## config.mk

```make
export PLATFORM = sky130hd
export DESIGN_NAME = mem_stage_ctrl
export DESIGN_NICKNAME = d
export VERILOG_FILES = /design/src/rtl/mem_stage_ctrl.sv
export SDC_FILE = /design/constraint.sdc
export NUM_CORES = 1
export LEC_CHECK = 0
export CAP_MARGIN = 5
export CORE_ASPECT_RATIO = 1.4
export CORE_MARGIN = 3
export CORE_UTILIZATION = 37
export DETAILED_ROUTE_END_ITERATION = 12
export PLACE_DENSITY = 0.75
export SLEW_MARGIN = 20
export SYNTH_ARGS = -nofsm -noshare
export SYNTH_HDL_FRONTEND = slang
export SYNTH_SLANG_ARGS = --single-unit
```

## constraint.sdc

```tcl
create_clock -name clk -period 1.7 [get_ports clk]
set_input_delay 0.17 -clock clk [delete_from_list [all_inputs] [get_ports clk]]
set_output_delay 0.17 -clock clk [all_outputs]
set_load 0.05 [all_outputs]
```

## src/rtl/mem_stage_ctrl.sv

```systemverilog
// MEM-stage sequencer: turns EX/MEM memory controls into one outstanding
// valid/ack data-memory transaction, stalls the front end while it is in
// flight, and latches sticky halt (syscall) and bus-error conditions.
module mem_stage_ctrl #(
  parameter int unsigned TIMEOUT = 255
) (
  input  logic        clk,
  input  logic        rst_n,
  input  logic        mem_to_reg_m,
  input  logic        mem_write_m,
  input  logic        syscall_m,
  input  logic [31:0] alu_result_m,
  input  logic [31:0] write_data_m,
  input  logic        dmem_ack,
  input  logic [31:0] dmem_rdata,
  output logic        dmem_req,
  output logic        dmem_we,
  output logic [31:0] dmem_addr,
  output logic [31:0] dmem_wdata,
  output logic        stall_em,
  output logic        bubble_mw,
  output logic [31:0] read_data_m,
  output logic        halted,
  output logic        bus_error
);

  localparam int unsigned DW = 32;
  localparam int unsigned CW = 8;

  typedef enum logic [2:0] {
    S_IDLE,
    S_WAIT,
    S_DONE,
    S_HALT,
    S_ERR
  } state_t;

  state_t        state;
  state_t        state_n;
  logic [CW-1:0] cnt;
  logic          mem_op;
  logic          misaligned;
  logic          timeout_hit;

  // A store wins when both load and store flags are set (dmem_we follows mem_write_m).
  assign mem_op      = mem_to_reg_m | mem_write_m;
  assign misaligned  = |alu_result_m[1:0];
  // This WAIT cycle is the TIMEOUT-th one when the counter still reads TIMEOUT-1.
  assign timeout_hit = (cnt == CW'(TIMEOUT - 1));
  assign bubble_mw   = stall_em;

  // State register.
  always_ff @(posedge clk or negedge rst_n) begin
    if (!rst_n) begin
      state <= S_IDLE;
    end else begin
      state <= state_n;
    end
  end

  // Next-state decode and the combinational front-end stall.
  always_comb begin
    state_n  = state;
    stall_em = 1'b0;
    unique case (state)
      S_IDLE: begin
        stall_em = mem_op | syscall_m;
        if (syscall_m) begin
          state_n = S_HALT;
        end else if (mem_op && misaligned) begin
          state_n = S_ERR;
        end else if (mem_op) begin
          state_n = S_WAIT;
        end
      end
      S_WAIT: begin
        stall_em = 1'b1;
        if (dmem_ack) begin
          state_n = S_DONE;
        end else if (timeout_hit) begin
          state_n = S_ERR;
        end
      end
      S_DONE: begin
        state_n = S_IDLE;
      end
      S_HALT, S_ERR: begin
        stall_em = 1'b1;
      end
      default: begin
        state_n = S_IDLE;
      end
    endcase
  end

  // Registered memory-port, status, load-data and timeout-counter outputs.
  always_ff @(posedge clk or negedge rst_n) begin
    if (!rst_n) begin
      dmem_req    <= 1'b0;
      dmem_we     <= 1'b0;
      dmem_addr   <= '0;
      dmem_wdata  <= '0;
      read_data_m <= '0;
      halted      <= 1'b0;
      bus_error   <= 1'b0;
      cnt         <= '0;
    end else begin
      dmem_req  <= (state_n == S_WAIT);
      halted    <= (state_n == S_HALT);
      bus_error <= (state_n == S_ERR);
      if ((state == S_IDLE) && (state_n == S_WAIT)) begin
        dmem_addr  <= alu_result_m;
        dmem_wdata <= write_data_m;
        dmem_we    <= mem_write_m;
        cnt        <= '0;
      end else if ((state == S_WAIT) && !dmem_ack && (cnt != {CW{1'b1}})) begin
        cnt <= cnt + CW'(1);
      end
      if ((state == S_WAIT) && dmem_ack && !dmem_we) begin
        read_data_m <= DW'(dmem_rdata);
      end
    end
  end

endmodule

```

==> metrics.md, run 1 <==
| Metric | Value |
|---|---|
| Worst-margin pin slew | `0.579 ns` |
| Largest net degree at the start of global routing | `112` |
| Cell depth of the worst hold path | `2` |
| Violated checks | `setup timing` |
| Placed wire-length estimate | `8.49 mm` |
| Final std cells w/o fill | `677` |
| Clock tree from TritonCTS | `done` |
| Final setup viols | `106` |
| Max IR drop VDD | `0.917 mV` |
| Total global-route track usage | `18.7%` |
| Wire per inst | `19.6 µm` |
| WS Path Type | `reg2reg` |
| CP max stage delay | `0.41 ns` |
| Async SR Flop Fraction | `100%` |
| Leakage | `4.07 nW` |
| Final-report hold violation count | `0` |
| Area share of the largest cell type after synthesis | `63.4%` |
| Initial Util | `38.2%` |
| First-pass GRT wire length | `19.3 mm` |
| Die area | `13,200 µm²` |
| Post-synthesis sequential area ratio | `63.4%` |
| Minimum clock period | `1.99 ns` |
| Reg2Reg Setup Slack | `-0.29 ns` |
| Initial drt markers | `113` |
| Total chip power | `16.4 mW` |
| Crit share post-route | `117%` |
| Syn Inst Count | `287` |
| Cell area after synthesis | `4380 µm²` |
| Pre-CTS WS | `-0.266 ns` |
| Reg power frac | `27.6%` |
| CP max stage cell | `or3_4` |
| Die Width | `98.0 µm` |
| Dpl cells | `638` |
| # fillers | `811` |
| Cell Rows | `46` |
| Seq cells post-synth | `111` |
| CP Max Fanout | `6` |
| CP Cell Sequence | `or3_4 -> nor4b_4 -> buf_4 -> buf_12 -> clkbuf_16 -> mux2_4` |
| Root Buffer | `clkbuf_16` |
| Synth area leaders | `dfrtp_1 63%, mux2_1 24%, buf_6 1.5%` |
| Iteration count of the initial detailed-routing pass | `4` |
| Clock latency on the worst-skew pair | `0.34 ns` |
| PortBufs | `203` |
| Arr. time, crit path | `2.21 ns` |
| Startpoint Class | `flip-flop` |
| Post-synth top area cell | `dfrtp_1` |
| RSZ-0062 raised after global routing | `yes` |
| Die Ht | `135 µm` |
| Area Overhead vs Synth | `78.3%` |
| Hold EP | `dmem_wdata[25]` |
| GR Util met3 | `5.12%` |
| Internal | `8.90 mW` |
| Slew margin rel. | `61.4%` |
| Switching fraction of total power | `45.8%` |
| H-tree depth | `3` |
| Total gr overflow | `0` |
| MaxCap Viol Count | `0` |
| I/O pins | `204` |
| Number of synthesized flops with an enable pin | `0` |
| Multi-input gate area | `1840 µm²` |
| Status | `complete, but fails checks` |
| Routed Antenna Nets | `0` |
| Drt total wl | `13.3 mm` |
| Most frequent cells in the layout | `114 x clkdlybuf4s50_1, 111 x dfrtp_1, 74 x mux2_4, 58 x dlymetal6s2s_1, 31 x buf_4` |
| Reg2reg path depth | `6` |
| Gr busiest metal | `met2` |
| M1 GR Usage | `19.7%` |
| F_max | `0.502 GHz` |
| Sequential Area | `2780 µm²` |
| Fin nets | `632` |
| Unique masters post-synth | `36` |
| # diodes | `0` |
| Capturing point of the worst reg2reg path | `dmem_wdata[26]` |
| Clock net sink count | `111` |
| Worst Min Path Start | `write_data_m[25]` |
| Net Sw Power | `7.51 mW` |
| Worst min-delay path category | `in2reg` |
| Share of layout cells above drive strength 1 | `30.6%` |
| Vias in the first global route | `3,646` |
| Core area | `11,500 µm²` |
| Combinational fraction of design power | `59.8%` |
| Req. time, crit path | `1.92 ns` |
| Final Wtd Congestion | `0.772` |
| Avg Inst Size Synth | `15.3 µm²` |
| Clk network pwr share | `12.5%` |
| Post-Syn Nets | `391` |
| Worst-path clk slew | `0.07 ns` |
| WHS | `0.420 ns` |
| Setup crit end kind | `flip-flop` |
| Final WS setup | `-0.292 ns` |
| DR vias/cell | `4.95` |
| Main synth FF type | `dfrtp_1` |
| Max-slew violation count | `0` |
| Antenna violations before repair | `0` |
| Yosys Warn Count | `0` |
| Max Clock Skew | `0.00791 ns` |
| Via count | `3,350` |
| DRC | `0` |
| Clock buffer count from CTS | `9` |
| Worst r2r src | `state[1]` |
| Setup_tns | `-22.99 ns` |
| Most common cell after layout, fill and taps aside | `clkdlybuf4s50_1` |
| Met2 Usage GRT | `34.7%` |
| Pwr Density | `2100 nW/µm²` |
| CTS Buffer Depth | `2` |
[final cells by class]
type / instances / share of cell area, %
Clock inverter: 4 / 0.352
Sequential cell: 111 / 35.6
Inverter: 4 / 0.192
Clock buffer: 12 / 3.41
Tap cell: 144 / 2.31
Timing Repair Buffer: 244 / 34.6
Multi-Input combinational cell: 158 / 23.6
[worst max-delay path: cells and delay by family, from the launching register on]
kind / cells / cell delay, ns
multiplexers: 1 / 0.30
AND/OR/NAND/NOR: 2 / 0.71
flip-flops: 1 / 0.39
buffers and inverters: 3 / 0.46
[routing by layer]
layer  up-vias  part of all wire [%]
met3        29                   5.3
met2       129                    56
met5         -                     0
met1      1688                    35
met4         0                   3.1
li1       1504                     -
[cells in the mapped netlist (all sizes together), types with 2 or more instances]
library cell,n
a21oi,3
and2,2
buf,13
dfrtp,111
ha,2
inv,4
mux2,95
nand2,4
nand3,4
nand4,2
nor2,10
nor2b,3
nor3,6
nor4b,2
o21ai,5
o31ai,3
or2,2
xnor2,3
[cell families (layout without fill, tap and decap cells)]
logic type | Yosys count | in the layout | share of synthesized area [%]
flops | 111 | 111 | 63.4
mux | 95 | 95 | 24.4
simple gates | 42 | 42 | 5.60
buf+inv | 18 | 264 | 2.94
compound gates | 16 | 16 | 2.46
xor+xnor | 3 | 3 | 0.600
fa+ha+maj | 2 | 2 | 0.571
[power by group through the flow]
stage                     combinational, mW  sequential (mW)  clock, mW
final                                  9.82             4.53       2.05
after global routing                   10.1             4.70       2.23
after CTS                              9.52             4.53       2.11
after detailed placement               8.66             4.54          0
after global placement                 8.55             4.46          0
after floorplan                        1.38             8.61          0
[timing repair]
| action | 4_1_cts | 5_1_grt |
|---|---|---|
| pin swaps | 1 | 4 |
| resized for setup | 92 | 99 |
| hold buffers | 1 | 0 |
| endpoints found under the hold margin | 111 | 0 |
| setup buffers | 9 | 10 |
| endpoints found under the setup margin | 116 | 164 |
| gates cloned | 5 | 4 |
[flip-flops by register name, indices dropped and copies added (netlist names)]
signal / flops
dmem_addr: 32
dmem_wdata: 32
read_data_m: 32
cnt: 8
state: 3
bus_error: 1
dmem_req: 1
dmem_we: 1
halted: 1
[stage by stage]
stage                     instance area [µm²]  utilization, %
after floorplan                          4420               -
after global placement                   6660            58.1
after detailed placement                 6660            58.1
after CTS                                7440            64.9
after global routing                     7810            68.2
final                                    7810            68.2
[how the worst max path moves through the flow]
stage               slack (ns)  startpoint              to
global placement         -0.21    dmem_ack          cnt[5]
finish                   -0.29    state[1]  dmem_wdata[26]
floorplan                -0.13    state[0]   dmem_addr[10]
CTS                      -0.25    state[0]   dmem_wdata[1]
detailed placement       -0.27    state[0]   dmem_wdata[7]
global route             -0.34    state[1]   dmem_addr[13]
No activity file was read; power rests on OpenSTA's default activity.
==> run 2, diff against run 1 <==
--- a/config.mk
+++ b/config.mk
@@ -10,7 +10,8 @@
 export CORE_MARGIN = 3
 export CORE_UTILIZATION = 37
 export DETAILED_ROUTE_END_ITERATION = 12
-export PLACE_DENSITY = 0.75
+export GPL_TIMING_DRIVEN = 0
+export PLACE_DENSITY_LB_ADDON = 0.05
 export SLEW_MARGIN = 20
 export SYNTH_ARGS = -nofsm -noshare
 export SYNTH_HDL_FRONTEND = slang
==> run 2 against run 1 <==
Effect of this change:
- the run still ends with setup timing left
- highest routed layer unchanged
- via count is 0.99% lower
- non-clock buffer count up 2
- largest power group unchanged
- worst hold slack got worse by 0.11 ns
- sequential power hardly changed
==> metrics.md, run 2 (synthesis results as in run 1) <==
| Metric | Value |
|---|---|
| Clock latency on the worst-skew pair | `0.34 ns (about the same)` |
| Wire per inst | `19.1 µm (-2.8%)` |
| Total global-route track usage | `18.9% (+0.27 points)` |
| Drt total wl | `13.0 mm (-2.5%)` |
| Arr. time, crit path | `2.20 ns (about the same)` |
| # diodes | `0 (unchanged)` |
| Slew margin rel. | `62.9% (+1.5 points)` |
| Placed wire-length estimate | `8.41 mm (-0.97%)` |
| Status | `complete, but fails checks` |
| Cell Rows | `46 (unchanged)` |
| Leakage | `4.16 nW (+2.1%)` |
| Fin nets | `634 (+0.32%)` |
| Most common cell after layout, fill and taps aside | `clkdlybuf4s50_1` |
| Minimum clock period | `1.97 ns (-0.0267 ns)` |
| # fillers | `833 (+2.7%)` |
| CP Max Fanout | `10 (+4)` |
| Antenna violations before repair | `0 (unchanged)` |
| I/O pins | `204 (unchanged)` |
| F_max | `0.509 GHz (+1.4%)` |
| Clock net sink count | `111 (unchanged)` |
| Worst-path clk slew | `0.07 ns (about the same)` |
| Share of layout cells above drive strength 1 | `29.3% (-1.2 points)` |
| Final Wtd Congestion | `0.786 (+1.8%)` |
| Final WS setup | `-0.266 ns (+0.0267 ns)` |
| Capturing point of the worst reg2reg path | `dmem_wdata[14]` |
| Most frequent cells in the layout | `115 x clkdlybuf4s50_1, 109 x dfrtp_1, 78 x mux2_4, 61 x dlymetal6s2s_1, 24 x dlygate4sd2_1` |
| DR vias/cell | `4.89 (-1.3%)` |
| Max IR drop VDD | `1.24 mV (+35%)` |
| Die Width | `98.0 µm (unchanged)` |
| Reg2Reg Setup Slack | `-0.27 ns (+0.03 ns)` |
| Violated checks | `setup timing` |
| Initial drt markers | `123 (+8.8%)` |
| WHS | `0.309 ns (-0.111 ns)` |
| MaxCap Viol Count | `0 (unchanged)` |
| Total gr overflow | `0 (unchanged)` |
| PortBufs | `203 (unchanged)` |
| Startpoint Class | `flip-flop` |
| Pwr Density | `2070 nW/µm² (-1.3%)` |
| Worst-margin pin slew | `0.554 ns (-0.0244 ns)` |
| Largest registers | `dmem_addr: 32 flops, dmem_wdata: 32 flops, read_data_m: 32 flops` |
| Req. time, crit path | `1.93 ns (about the same)` |
| Root Buffer | `clkbuf_16` |
| Setup crit end kind | `flip-flop` |
| Area Overhead vs Synth | `81.3%` |
| Crit path to | `dmem_wdata[14]` |
| Clock buffer count from CTS | `9 (unchanged)` |
| RSZ-0062 raised after global routing | `yes` |
| Worst r2r src | `state[1]` |
| Iteration count of the initial detailed-routing pass | `4 (unchanged)` |
| Clock tree from TritonCTS | `done` |
| Crit path from | `state[1]` |
| WS Path Type | `reg2reg` |
| Final std cells w/o fill | `679 (+0.30%)` |
| Die area | `13,200 µm² (unchanged)` |
| Setup_tns | `-20.63 ns (+2.36 ns)` |
| H-tree depth | `3 (unchanged)` |
| Via count | `3,317 (-0.99%)` |
| First-pass GRT wire length | `19.4 mm (+0.43%)` |
| Vias in the first global route | `3,519 (-3.5%)` |
| Initial Util | `38.2% (unchanged)` |
| DRC | `0 (unchanged)` |
| Crit share post-route | `116% (-1.6 points)` |
| Total chip power | `16.5 mW (+0.40%)` |
| Die Ht | `135 µm (unchanged)` |
| Max Clock Skew | `0.00821 ns (+0.000307 ns)` |
| Final setup viols | `107 (+0.94%)` |
| Routed Antenna Nets | `0 (unchanged)` |
| CTS Buffer Depth | `2 (unchanged)` |
| Final-report hold violation count | `0 (unchanged)` |
| Dpl cells | `635 (-0.47%)` |
| Core area | `11,500 µm² (unchanged)` |
| Worst min-delay path category | `in2async` |
| Reg2reg path depth | `6 (unchanged)` |
| Largest net degree at the start of global routing | `70 (-38%)` |
| Max-slew violation count | `0 (unchanged)` |
==> run 2: power breakdown <==
part	leakage, nW	switching (mW)	internal [mW]
sequential	1.36	0.652	3.88
combinational	2.66	5.89	3.96
clock	0.140	0.913	1.18
==> run 2: worst max-delay path, stage by stage (launching register included) <==
cell and delay, ns:
dfrtp_2 0.43, or3_4 0.41, nor4b_4 0.24, buf_6 0.16, buf_12 0.14, buf_12 0.15, mux2_1 0.32
==> run 2: how the worst min path moves through the flow <==
stage	startpoint	cells past startpoint	endpoint	slack (ns)
after global routing	rst_n	2	dmem_addr[30]	0.34
after global placement	dmem_wdata[31]	1	dmem_wdata[31]	0.47
after floorplan	rst_n	0	bus_error	-0.13
after detailed placement	rst_n	1	dmem_wdata[1]	0.12
after CTS	rst_n	2	dmem_wdata[1]	0.32
final	rst_n	2	dmem_addr[30]	0.31
==> run 2: stage by stage <==
step | util [%] | cell area (µm²) | worst slack (ns)
2_1_floorplan | - | 4420 | -0.133
3_3_place_gp | 57.9 | 6630 | -3.87
3_5_place_dp | 58.1 | 6660 | -0.567
4_1_cts | 66.2 | 7580 | -0.244
5_1_grt | 69.4 | 7940 | -0.301
6_report | 69.4 | 7940 | -0.266
==> run 2: what timing repair did <==
item | in CTS | in global routing
setup buffers | 18 | 5
pin swaps | 10 | 8
setup endpoints to repair | 125 | 168
gates resized for setup | 131 | 98
hold buffers | 1 | 0
endpoints found under the hold margin | 42 | 0
cloned | 5 | 1
==> run 2: layout make-up <==
class                           instances  area [µm²]  area share (%)
Buffer                                 12         184            2.32
Clock buffer                           13         250            3.15
Clock inverter                          3        42.5           0.536
Inverter                                4        15.0           0.189
Multi-Input combinational cell        158        1890            23.8
Sequential cell                       111        2780            35.0
Tap cell                              144         180            2.27
Timing Repair Buffer                  234        2600            32.7
==> run 2: routing by layer <==
metal / part of all wire (%) / global-route usage [%]
met5: 0 / 0
met4: 1.4 / 5.08
met3: 5.6 / 4.75
met2: 55 / 34.9
met1: 38 / 21.7
